===== config.mk =====
export PLATFORM = sky130hd
export DESIGN_NAME = pipeline_hazard_ctrl_flat
export DESIGN_NICKNAME = d
export VERILOG_FILES = /design/src/rtl/pipeline_hazard_ctrl_if.sv /design/src/rtl/pipeline_hazard_ctrl.sv /design/src/flat_wrapper.sv
export SDC_FILE = /design/constraint.sdc
export NUM_CORES = 1
export LEC_CHECK = 0
export BUFFER_PORTS_ARGS = -buffer_cell sky130_fd_sc_hd__buf_2
export CAP_MARGIN = 20
export CORE_AREA = 2 2 52 49
export CTS_CLUSTER_DIAMETER = 80
export DETAILED_ROUTE_END_ITERATION = 10
export DIE_AREA = 0 0 54 51
export GPL_TIMING_DRIVEN = 0
export PLACE_DENSITY_LB_ADDON = 0.3
export SLEW_MARGIN = 20
export SYNTH_ARGS = -nofsm -noshare
export SYNTH_HDL_FRONTEND = slang
export SYNTH_SLANG_ARGS = --single-unit

===== constraint.sdc =====
create_clock -name clk -period 1.5 [get_ports clk]
set_input_delay 0.225 -clock clk [delete_from_list [all_inputs] [get_ports clk]]
set_output_delay 0.225 -clock clk [all_outputs]
set_load 0.01 [all_outputs]

===== src/rtl/pipeline_hazard_ctrl_if.sv =====
// rtl/pipeline_hazard_ctrl_if.sv - hazard inputs and pipeline-register strobe bundle
interface pipeline_hazard_ctrl_if #(
  parameter int REG_ADDR_W = 5
);
  // Hazard sources observed in ID, EX and MEM
  logic [REG_ADDR_W-1:0] id_rs;
  logic [REG_ADDR_W-1:0] id_rt;
  logic                  id_uses_rt;
  logic                  ex_mem_read;
  logic [REG_ADDR_W-1:0] ex_rt;
  logic                  branch_taken;
  logic                  mem_req;
  logic                  mem_ready;

  // Per-stage enables and flushes
  logic                  pc_enable;
  logic                  ifid_enable;
  logic                  ifid_flush;
  logic                  idex_enable;
  logic                  idex_flush;
  logic                  exmem_enable;
  logic                  memwb_enable;

  // Pipeline datapath side: reports hazards, consumes strobes
  modport master (
    output id_rs, id_rt, id_uses_rt, ex_mem_read, ex_rt,
           branch_taken, mem_req, mem_ready,
    input  pc_enable, ifid_enable, ifid_flush, idex_enable,
           idex_flush, exmem_enable, memwb_enable
  );

  // Hazard controller side
  modport slave (
    input  id_rs, id_rt, id_uses_rt, ex_mem_read, ex_rt,
           branch_taken, mem_req, mem_ready,
    output pc_enable, ifid_enable, ifid_flush, idex_enable,
           idex_flush, exmem_enable, memwb_enable
  );
endinterface


===== src/rtl/pipeline_hazard_ctrl.sv =====
// rtl/pipeline_hazard_ctrl.sv - 5-stage pipeline hazard sequencer; HAZARD_STATS_EN adds event counters
module pipeline_hazard_ctrl #(
  parameter int REG_ADDR_W   = 5,
  parameter int MEM_WAIT_MAX = 15
`ifdef HAZARD_STATS_EN
  ,
  parameter int STAT_W       = 16
`endif
) (
  input  logic                    clk,
  input  logic                    reset,
  pipeline_hazard_ctrl_if.slave   hz,
  output logic                    mem_timeout,
  output logic [1:0]              state
`ifdef HAZARD_STATS_EN
  ,
  output logic [STAT_W-1:0]       stat_lu,
  output logic [STAT_W-1:0]       stat_flush,
  output logic [STAT_W-1:0]       stat_wait
`endif
);

  typedef enum logic [1:0] {
    S_RUN      = 2'd0,
    S_MEM_WAIT = 2'd1,
    S_FLUSH    = 2'd2,
    S_HALT     = 2'd3
  } state_t;

  localparam logic [7:0] WAIT_MAX = 8'(MEM_WAIT_MAX);

  state_t     state_q, state_d;
  logic [7:0] wait_cnt_q, wait_cnt_d;
  logic       mem_timeout_q, mem_timeout_d;

  logic [REG_ADDR_W-1:0] id_rs_w, id_rt_w, ex_rt_w;
  logic lu;
  logic mem_stall;

  logic pc_en, ifid_en, ifid_fl, idex_en, idex_fl, exmem_en, memwb_en;
  logic eval_normal;
  logic lu_allowed;
  logic evt_lu, evt_flush, evt_wait;

  assign id_rs_w = hz.id_rs;
  assign id_rt_w = hz.id_rt;
  assign ex_rt_w = hz.ex_rt;

  // Load in EX writes a register the ID instruction is about to read
  assign lu = hz.ex_mem_read && (ex_rt_w != '0) &&
              ((ex_rt_w == id_rs_w) || (hz.id_uses_rt && (ex_rt_w == id_rt_w)));

  assign mem_stall = hz.mem_req && !hz.mem_ready;

  // Strobes and next state from current state and live hazard inputs
  always_comb begin
    pc_en         = 1'b0;
    ifid_en       = 1'b0;
    ifid_fl       = 1'b0;
    idex_en       = 1'b0;
    idex_fl       = 1'b0;
    exmem_en      = 1'b0;
    memwb_en      = 1'b0;
    state_d       = state_q;
    wait_cnt_d    = wait_cnt_q;
    mem_timeout_d = mem_timeout_q;
    eval_normal   = 1'b0;
    lu_allowed    = 1'b0;
    evt_lu        = 1'b0;
    evt_flush     = 1'b0;
    evt_wait      = 1'b0;

    if (!reset) begin
      ifid_fl       = 1'b1;
      idex_fl       = 1'b1;
      state_d       = S_RUN;
      wait_cnt_d    = '0;
      mem_timeout_d = 1'b0;
    end else begin
      case (state_q)
        S_RUN: begin
          if (mem_stall) begin
            state_d    = S_MEM_WAIT;
            wait_cnt_d = 8'd1;
          end else begin
            eval_normal = 1'b1;
            lu_allowed  = 1'b1;
          end
        end
        S_FLUSH: begin
          // ID holds the NOP injected by the flush, so no load-use check
          if (mem_stall) begin
            state_d    = S_MEM_WAIT;
            wait_cnt_d = 8'd1;
          end else begin
            eval_normal = 1'b1;
          end
        end
        S_MEM_WAIT: begin
          if (!hz.mem_ready) begin
            evt_wait = 1'b1;
            if (wait_cnt_q < WAIT_MAX) begin
              wait_cnt_d = wait_cnt_q + 8'd1;
            end else begin
              mem_timeout_d = 1'b1;
              state_d       = S_HALT;
            end
          end else begin
            wait_cnt_d  = '0;
            eval_normal = 1'b1;
            lu_allowed  = 1'b1;
          end
        end
        default: begin
          // Frozen until reset; timeout flag is left as is
        end
      endcase

      // Branch beats load-use: the flush already discards the ID instruction
      if (eval_normal) begin
        if (hz.branch_taken) begin
          pc_en     = 1'b1;
          ifid_en   = 1'b1;
          ifid_fl   = 1'b1;
          idex_en   = 1'b1;
          idex_fl   = 1'b1;
          exmem_en  = 1'b1;
          memwb_en  = 1'b1;
          state_d   = S_FLUSH;
          evt_flush = 1'b1;
        end else if (lu_allowed && lu) begin
          idex_en  = 1'b1;
          idex_fl  = 1'b1;
          exmem_en = 1'b1;
          memwb_en = 1'b1;
          state_d  = S_RUN;
          evt_lu   = 1'b1;
        end else begin
          pc_en    = 1'b1;
          ifid_en  = 1'b1;
          idex_en  = 1'b1;
          exmem_en = 1'b1;
          memwb_en = 1'b1;
          state_d  = S_RUN;
        end
      end
    end
  end

  // Controller state registers
  always_ff @(posedge clk) begin
    state_q       <= state_d;
    wait_cnt_q    <= wait_cnt_d;
    mem_timeout_q <= mem_timeout_d;
  end

  assign hz.pc_enable    = pc_en;
  assign hz.ifid_enable  = ifid_en;
  assign hz.ifid_flush   = ifid_fl;
  assign hz.idex_enable  = idex_en;
  assign hz.idex_flush   = idex_fl;
  assign hz.exmem_enable = exmem_en;
  assign hz.memwb_enable = memwb_en;
  assign mem_timeout     = mem_timeout_q;
  assign state           = state_q;

`ifdef HAZARD_STATS_EN
  logic [STAT_W-1:0] stat_lu_q, stat_lu_d;
  logic [STAT_W-1:0] stat_flush_q, stat_flush_d;
  logic [STAT_W-1:0] stat_wait_q, stat_wait_d;

  // Saturating event counters
  always_comb begin
    stat_lu_d    = stat_lu_q;
    stat_flush_d = stat_flush_q;
    stat_wait_d  = stat_wait_q;
    if (!reset) begin
      stat_lu_d    = '0;
      stat_flush_d = '0;
      stat_wait_d  = '0;
    end else begin
      if (evt_lu && (stat_lu_q != '1))
        stat_lu_d = stat_lu_q + 1'b1;
      if (evt_flush && (stat_flush_q != '1))
        stat_flush_d = stat_flush_q + 1'b1;
      if (evt_wait && (stat_wait_q != '1))
        stat_wait_d = stat_wait_q + 1'b1;
    end
  end

  // Counter registers
  always_ff @(posedge clk) begin
    stat_lu_q    <= stat_lu_d;
    stat_flush_q <= stat_flush_d;
    stat_wait_q  <= stat_wait_d;
  end

  assign stat_lu    = stat_lu_q;
  assign stat_flush = stat_flush_q;
  assign stat_wait  = stat_wait_q;
`endif

endmodule


===== src/flat_wrapper.sv =====
// flat-port wrapper written by rule: the top's interface ports become plain ports
module pipeline_hazard_ctrl_flat 
#(
  parameter int REG_ADDR_W   = 5,
  parameter int MEM_WAIT_MAX = 15

)
  (clk, reset, mem_timeout, state, hz_id_rs, hz_id_rt, hz_id_uses_rt, hz_ex_mem_read, hz_ex_rt, hz_branch_taken, hz_mem_req, hz_mem_ready, hz_pc_enable, hz_ifid_enable, hz_ifid_flush, hz_idex_enable, hz_idex_flush, hz_exmem_enable, hz_memwb_enable);
  pipeline_hazard_ctrl_if #(.REG_ADDR_W(REG_ADDR_W)) hz_i ();
  input  logic clk;
  input  logic reset;
  output logic mem_timeout;
  output logic [1:0] state;
  input wire logic [$bits(hz_i.id_rs)-1:0] hz_id_rs;
  input wire logic [$bits(hz_i.id_rt)-1:0] hz_id_rt;
  input wire logic [$bits(hz_i.id_uses_rt)-1:0] hz_id_uses_rt;
  input wire logic [$bits(hz_i.ex_mem_read)-1:0] hz_ex_mem_read;
  input wire logic [$bits(hz_i.ex_rt)-1:0] hz_ex_rt;
  input wire logic [$bits(hz_i.branch_taken)-1:0] hz_branch_taken;
  input wire logic [$bits(hz_i.mem_req)-1:0] hz_mem_req;
  input wire logic [$bits(hz_i.mem_ready)-1:0] hz_mem_ready;
  output wire logic [$bits(hz_i.pc_enable)-1:0] hz_pc_enable;
  output wire logic [$bits(hz_i.ifid_enable)-1:0] hz_ifid_enable;
  output wire logic [$bits(hz_i.ifid_flush)-1:0] hz_ifid_flush;
  output wire logic [$bits(hz_i.idex_enable)-1:0] hz_idex_enable;
  output wire logic [$bits(hz_i.idex_flush)-1:0] hz_idex_flush;
  output wire logic [$bits(hz_i.exmem_enable)-1:0] hz_exmem_enable;
  output wire logic [$bits(hz_i.memwb_enable)-1:0] hz_memwb_enable;
  assign hz_i.id_rs = hz_id_rs;
  assign hz_i.id_rt = hz_id_rt;
  assign hz_i.id_uses_rt = hz_id_uses_rt;
  assign hz_i.ex_mem_read = hz_ex_mem_read;
  assign hz_i.ex_rt = hz_ex_rt;
  assign hz_i.branch_taken = hz_branch_taken;
  assign hz_i.mem_req = hz_mem_req;
  assign hz_i.mem_ready = hz_mem_ready;
  assign hz_pc_enable = hz_i.pc_enable;
  assign hz_ifid_enable = hz_i.ifid_enable;
  assign hz_ifid_flush = hz_i.ifid_flush;
  assign hz_idex_enable = hz_i.idex_enable;
  assign hz_idex_flush = hz_i.idex_flush;
  assign hz_exmem_enable = hz_i.exmem_enable;
  assign hz_memwb_enable = hz_i.memwb_enable;
  pipeline_hazard_ctrl #(.REG_ADDR_W(REG_ADDR_W), .MEM_WAIT_MAX(MEM_WAIT_MAX)) u_core (.clk(clk), .reset(reset), .hz(hz_i), .mem_timeout(mem_timeout), .state(state));
endmodule

# ---- After elaboration in Yosys (flattened, before gate mapping)
# Cells that the tools add are included.
dict set report totals {
  in_bits 22
  out_inout_bits 10
  ff_bits 11
}
dict set report classes {
  muxes 29
  addsub 1
  n_reduce_logical 15
  eq_ne 9
  bitwise_logic 2
  n_lt_le_gt_ge 1
}
# cell n
set ops {}
lappend ops {{2-to-1 mux 8 bit} 3}
lappend ops {{2-to-1 mux 1 bit} 17}
lappend ops {{one-hot mux 8 bit (2 select lines)} 1}
lappend ops {{equality test 5 bit} 2}
lappend ops {{2-to-1 mux 2 bit} 5}
lappend ops {{adder 8 x 1 -> 8 bit, second input constant} 1}
lappend ops {{less-than comparator 8 x 4 -> 1 bit, second input constant} 1}
lappend ops {{!= test 3 x 2 -> 1 bit, second input constant} 2}
lappend ops {{AND reduction 3 bit} 2}
lappend ops {{logical AND 1 bit} 5}
lappend ops {{nonzero test 5 bit} 1}
lappend ops {{one-hot mux 1 bit (2 select lines)} 2}
lappend ops {{one-hot mux 2 bit (2 select lines)} 1}
lappend ops {{AND reduction 4 bit} 1}
lappend ops {{!= test 3 x 1 -> 1 bit, second input constant} 1}
lappend ops {{!= test 3 bit, second input constant} 1}
lappend ops {{nonzero test 3 bit} 1}
lappend ops {{equality test 2 x 1 -> 1 bit, second input constant} 1}
lappend ops {{equality test 2 bit, second input constant} 1}
lappend ops {{logical NOT 2 bit} 1}
lappend ops {{!= test 2 x 1 -> 1 bit, second input constant} 1}
lappend ops {{inverter 1 bit} 2}
lappend ops {{nonzero test 2 bit} 1}
lappend ops {{OR reduction 2 bit} 1}
lappend ops {{2 further kinds} 2}

# ---- Logic depth before layout (Yosys ltp)
dict set report logic_depth {
  ltp_word 10
  depth_mapped 5
  depth_no_buf 5
}

# ---- Worst setup path after synthesis
# No wires, ideal clock.
dict set report synth_timing {
  kind {flip-flop to output port}
  startpoint {register u_core.state_q[1] (netlist: u_core.state[1])}
  endpoint {output hz_pc_enable}
  required_time_ps 1275
  arrival_time_ps 1284
  path_stages_with_launch 6
  slack_ps -9
  path_buffers 1
  path_cell_list {dfxtp_1 nand2b_1 a22oi_2 and2_1 o31a_1 buf_4}
}
dict set report synth_via {
  elab_chain_cells 8
  word_cells_on_any_way 13
  cone_classes {eq/ne: 2; mux: 8; reduce/logical: 3}
}
# element line_no
set synth_rtl {}
lappend synth_rtl {{start: declaration} pipeline_hazard_ctrl.sv:32} ;# state_t state_q, state_d;
lappend synth_rtl {{start signal: assignment} pipeline_hazard_ctrl.sv:152} ;# state_q <= state_d;
lappend synth_rtl {{equality test 2 x 1 -> 1 bit or logical NOT 2 bit (tied branches)} pipeline_hazard_ctrl.sv:80} ;# case (state_q)
lappend synth_rtl {{one-hot mux 1 bit (2 select lines)} pipeline_hazard_ctrl.sv:80}
lappend synth_rtl {{2-to-1 mux 1 bit} pipeline_hazard_ctrl.sv:73} ;# if (!reset) begin
lappend synth_rtl {{logical AND 1 bit} pipeline_hazard_ctrl.sv:131} ;# end else if (lu_allowed && lu) begin
lappend synth_rtl {{2-to-1 mux 1 bit (2 in series)} n/a}
lappend synth_rtl {{2-to-1 mux 1 bit * (2 in series)} n/a}
lappend synth_rtl {{end: declaration} flat_wrapper.sv:22} ;# output wire logic [$bits(hz_i.pc_enable)-1:0] hz_pc_enable;
# Every way passes the cells marked *; elsewhere a longest branch is shown, timed or not. The select of a mux whose other input is x is not followed.

# ---- Final worst setup path
dict set report layout_timing {
  startpoint {input hz_id_rt[3]}
  endpoint {output hz_pc_enable}
}
dict set report layout_via {
  elab_chain_cells 9
}
# element line_no
set layout_rtl {}
lappend layout_rtl {{start: declaration} flat_wrapper.sv:15} ;# input wire logic [$bits(hz_i.id_rt)-1:0] hz_id_rt;
lappend layout_rtl {{equality test 5 bit} pipeline_hazard_ctrl.sv:51} ;# ((ex_rt_w == id_rs_w) || (hz.id_uses_rt && (ex_rt_w == id_rt_w)));
lappend layout_rtl {{logical AND 1 bit} pipeline_hazard_ctrl.sv:51}
lappend layout_rtl {{logical OR 1 bit} pipeline_hazard_ctrl.sv:51}
lappend layout_rtl {{logical AND 1 bit} pipeline_hazard_ctrl.sv:50} ;# assign lu = hz.ex_mem_read && (ex_rt_w != '0) &&
lappend layout_rtl {{logical AND 1 bit} pipeline_hazard_ctrl.sv:131}
lappend layout_rtl {{2-to-1 mux 1 bit} pipeline_hazard_ctrl.sv:131}
lappend layout_rtl {{2-to-1 mux 1 bit} pipeline_hazard_ctrl.sv:121} ;# if (hz.branch_taken) begin
lappend layout_rtl {{2-to-1 mux 1 bit} pipeline_hazard_ctrl.sv:120} ;# if (eval_normal) begin
lappend layout_rtl {{2-to-1 mux 1 bit} pipeline_hazard_ctrl.sv:73}
# No other way between the ends.

==> flow_summary.ini <==
[outcome]
status = finished, violations left
violations = negative setup slack

[timing]
fmax_mhz = 595
skew_ps = 7.24
setup_viol = 5
drv_slew = 0
tns_ps = -534
slew_headroom_pct = 78.4
tightest_slew_ps = 324
worst_slack_ps = -181
rsz0062_at_grt = true
period_needed_ps = 1680
finalHoldViolCount = 0
min_period_over_period_pct = 112

[floorplanning]
die_w_um = 54
coreArea_mm2 = 0.00230
start_util_pct = 31.9
pin_count = 32
die_h_um = 51
dieArea_mm2 = 0.00275
rows = 17

[cts]
cts_tree = yes
cts_buffers = 3
clk_pin_slew_worst_paths_ps = 70
clockBufferDepth = 2
h-tree-depth = 1
clock-root-buffer = clkbuf_4
cts.sinks = 11
insertion_delay_ps = 270

[synthesis]
syn_nets = 108
yosysTopAreaCellShare_pct = 30.1
synth_cells = 85
async_reset_ff_share_pct = 0
synth.avg_cell_area_um2 = 8.61
ys.flop_type = dfxtp_1
syn-cell-area_um2 = 732
synth_cell_types = 35
yosysTopAreaCell = dfxtp_1
ys_ff_latch = 11
yosysSeqAreaShare_pct = 30.1
yosys-top-cells-count = dfxtp_1 (11), xor2_1 (9), nand2_1 (8)
synth-edff-count = 0
yosys_warnings = 0
synth_most_common_cell = dfxtp_1
synth.area.top_cells = dfxtp_1 (30%), xor2_1 (11%), nand2_1 (4.1%), a21oi_1 (3.4%), and2_1 (3.4%)

[global_routing]
grt-ovfl-total = 0
grt_pass1_vias = 691
grt_max_degree = 9
grt_use_total_pct = 14.4
antenna_found_initial = 0
grt_pass1_wl_mm = 2.90

[layout]
area_delta_synth_final_pct = 56.6
num_antenna_cells = 0
stdcell_count = 155
drive_above_1_share_pct = 50.4
seq_area_um2 = 221
multi_input_area_um2 = 542
final_nets = 151
final_cell_area_mm2 = 0.00115
fillers = 218

[route]
drt-total-wl_mm = 1.94
drc = 0
wire_per_inst_um = 12.5
drtPass1Iterations = 4
vias = 747
drt_iter0_drc = 5
ant_nets = 0
via_per_inst = 4.82

[worst_setup_path]
cp-end-kind = primary output
required_ps = 1270
r2r-start = u_core.wait_cnt_q[0]
critPathMaxFanout = 2
cp-start-kind = input pin
critical_path_class = in -> out
reg2reg_setup_slack_ps = 80
reg2reg_to = u_core.wait_cnt_q[0]
reg2reg_depth = 5
arrival_ps = 1460

[placed_design]
dp_slack_ps = -232
dp_hpwl_mm = 1.33
dp.cells = 144
portBuffers = 31
place_area_um2 = 925
place_congestion = 0.737

[job]
maxCapViolCount = 0

[worst_hold_path]
hp-start = reset
min_path_type = in -> reg
holdPathStages = 3
holdPathEnd = u_core.wait_cnt_q[0]

[power]
ir_worst_vdd_mv = 0.379
p_leak_nw = 0.499
p_per_area_mw_per_mm2 = 640
total_power_mw = 0.734
==> final cells by class <==
type                       instances  share of cell area (%)
clock buffer                       4                    2.29
timing repair buffer              38                    24.5
buffer                             3                    2.62
multi-input combinational         68                    47.3
inverter                           3                   0.983
sequential                        11                    19.3
tap                               28                    3.06
==> metrics by stage <==
stage / hold slack [ps] / utilization, %
3_3_place_gp: 462 / 40.3
4_1_cts: 272 / 45.9
2_1_floorplan: 375 / -
5_1_grt: 296 / 49.9
3_5_place_dp: 467 / 40.3
6_report: 279 / 49.9
==> registers in the layout, summed over array words and instances (netlist names) <==
register,flops
u_core.state,2
u_core.wait_cnt_q,8
u_core.mem_timeout,1
==> critical path, stage by stage <==
cell	delay (ps)
buf_6	90
xor2_1	160
nor4_2	280
a32oi_1	150
o31a_1	310
buf_4	140
buf_6	110
==> worst max-delay path by stage <==
stage | start | endpoint | cells after the start
global placement | hz_ex_rt[3] | hz_pc_enable | 7
CTS | hz_id_rt[1] | hz_pc_enable | 7
floorplan | hz_ex_rt[3] | hz_pc_enable | 5
detailed placement | hz_ex_rt[3] | hz_pc_enable | 7
finish | hz_id_rt[3] | hz_pc_enable | 7
global route | u_core.state[1] | hz_idex_flush | 6
==> placed cells by master (no fill, tap or decap), types with 2 or more instances in the layout <==
cell | synthesis | final
a21oi_1 | 5 | 5
buf_6 | 0 | 12
xor2_1 | 9 | 6
inv_1 | 2 | 2
nor2b_1 | 4 | 4
clkbuf_4 | 0 | 3
xor2_2 | 0 | 3
o21ai_0 | 3 | 3
buf_4 | 3 | 8
buf_2 | 0 | 20
mux2i_1 | 2 | 2
nand2b_1 | 4 | 3
nor2_1 | 6 | 6
nand2_1 | 8 | 6
and2_1 | 4 | 3
dfxtp_1 | 11 | 10
==> kinds of logic after synthesis <==
kind of cell             Yosys count  share of synthesized area [%]
AO/OA/AOI/OAI                     19                           19.5
XOR/XNOR                          10                           12.0
adder cells (fa/ha/maj)            1                           1.71
buffers and inverters              6                           4.62
flip-flops                        11                           30.1
multiplexers                       2                           2.74
AND/OR/NAND/NOR                   36                           29.4
==> what timing repair did <==
| item | CTS | global route |
|---|---|---|
| pin swaps | 8 | 10 |
| hold buffers | 0 | 0 |
| resized for setup | 15 | 16 |
| endpoints found under the setup margin | 7 | 10 |
| setup buffers | 4 | 3 |
==> metal layers <==
metal	wire (um)	track usage [%]	share of wire (%)
met3	106	2.92	5.5
met1	815	17.5	42
met4	22	7.50	1.1
met5	0	0	0
met2	991	23.4	51
==> report_power, final <==
| part | switching (mW) | total (mW) | leakage [nW] | internal (mW) |
|---|---|---|---|---|
| clock | 0.103 | 0.206 | 0.0150 | 0.103 |
| sequential | 0.00763 | 0.307 | 0.0896 | 0.299 |
| combinational | 0.0995 | 0.221 | 0.394 | 0.121 |
| total | 0.211 | 0.734 | 0.499 | 0.523 |
No activity file was read; power rests on OpenSTA's default activity.
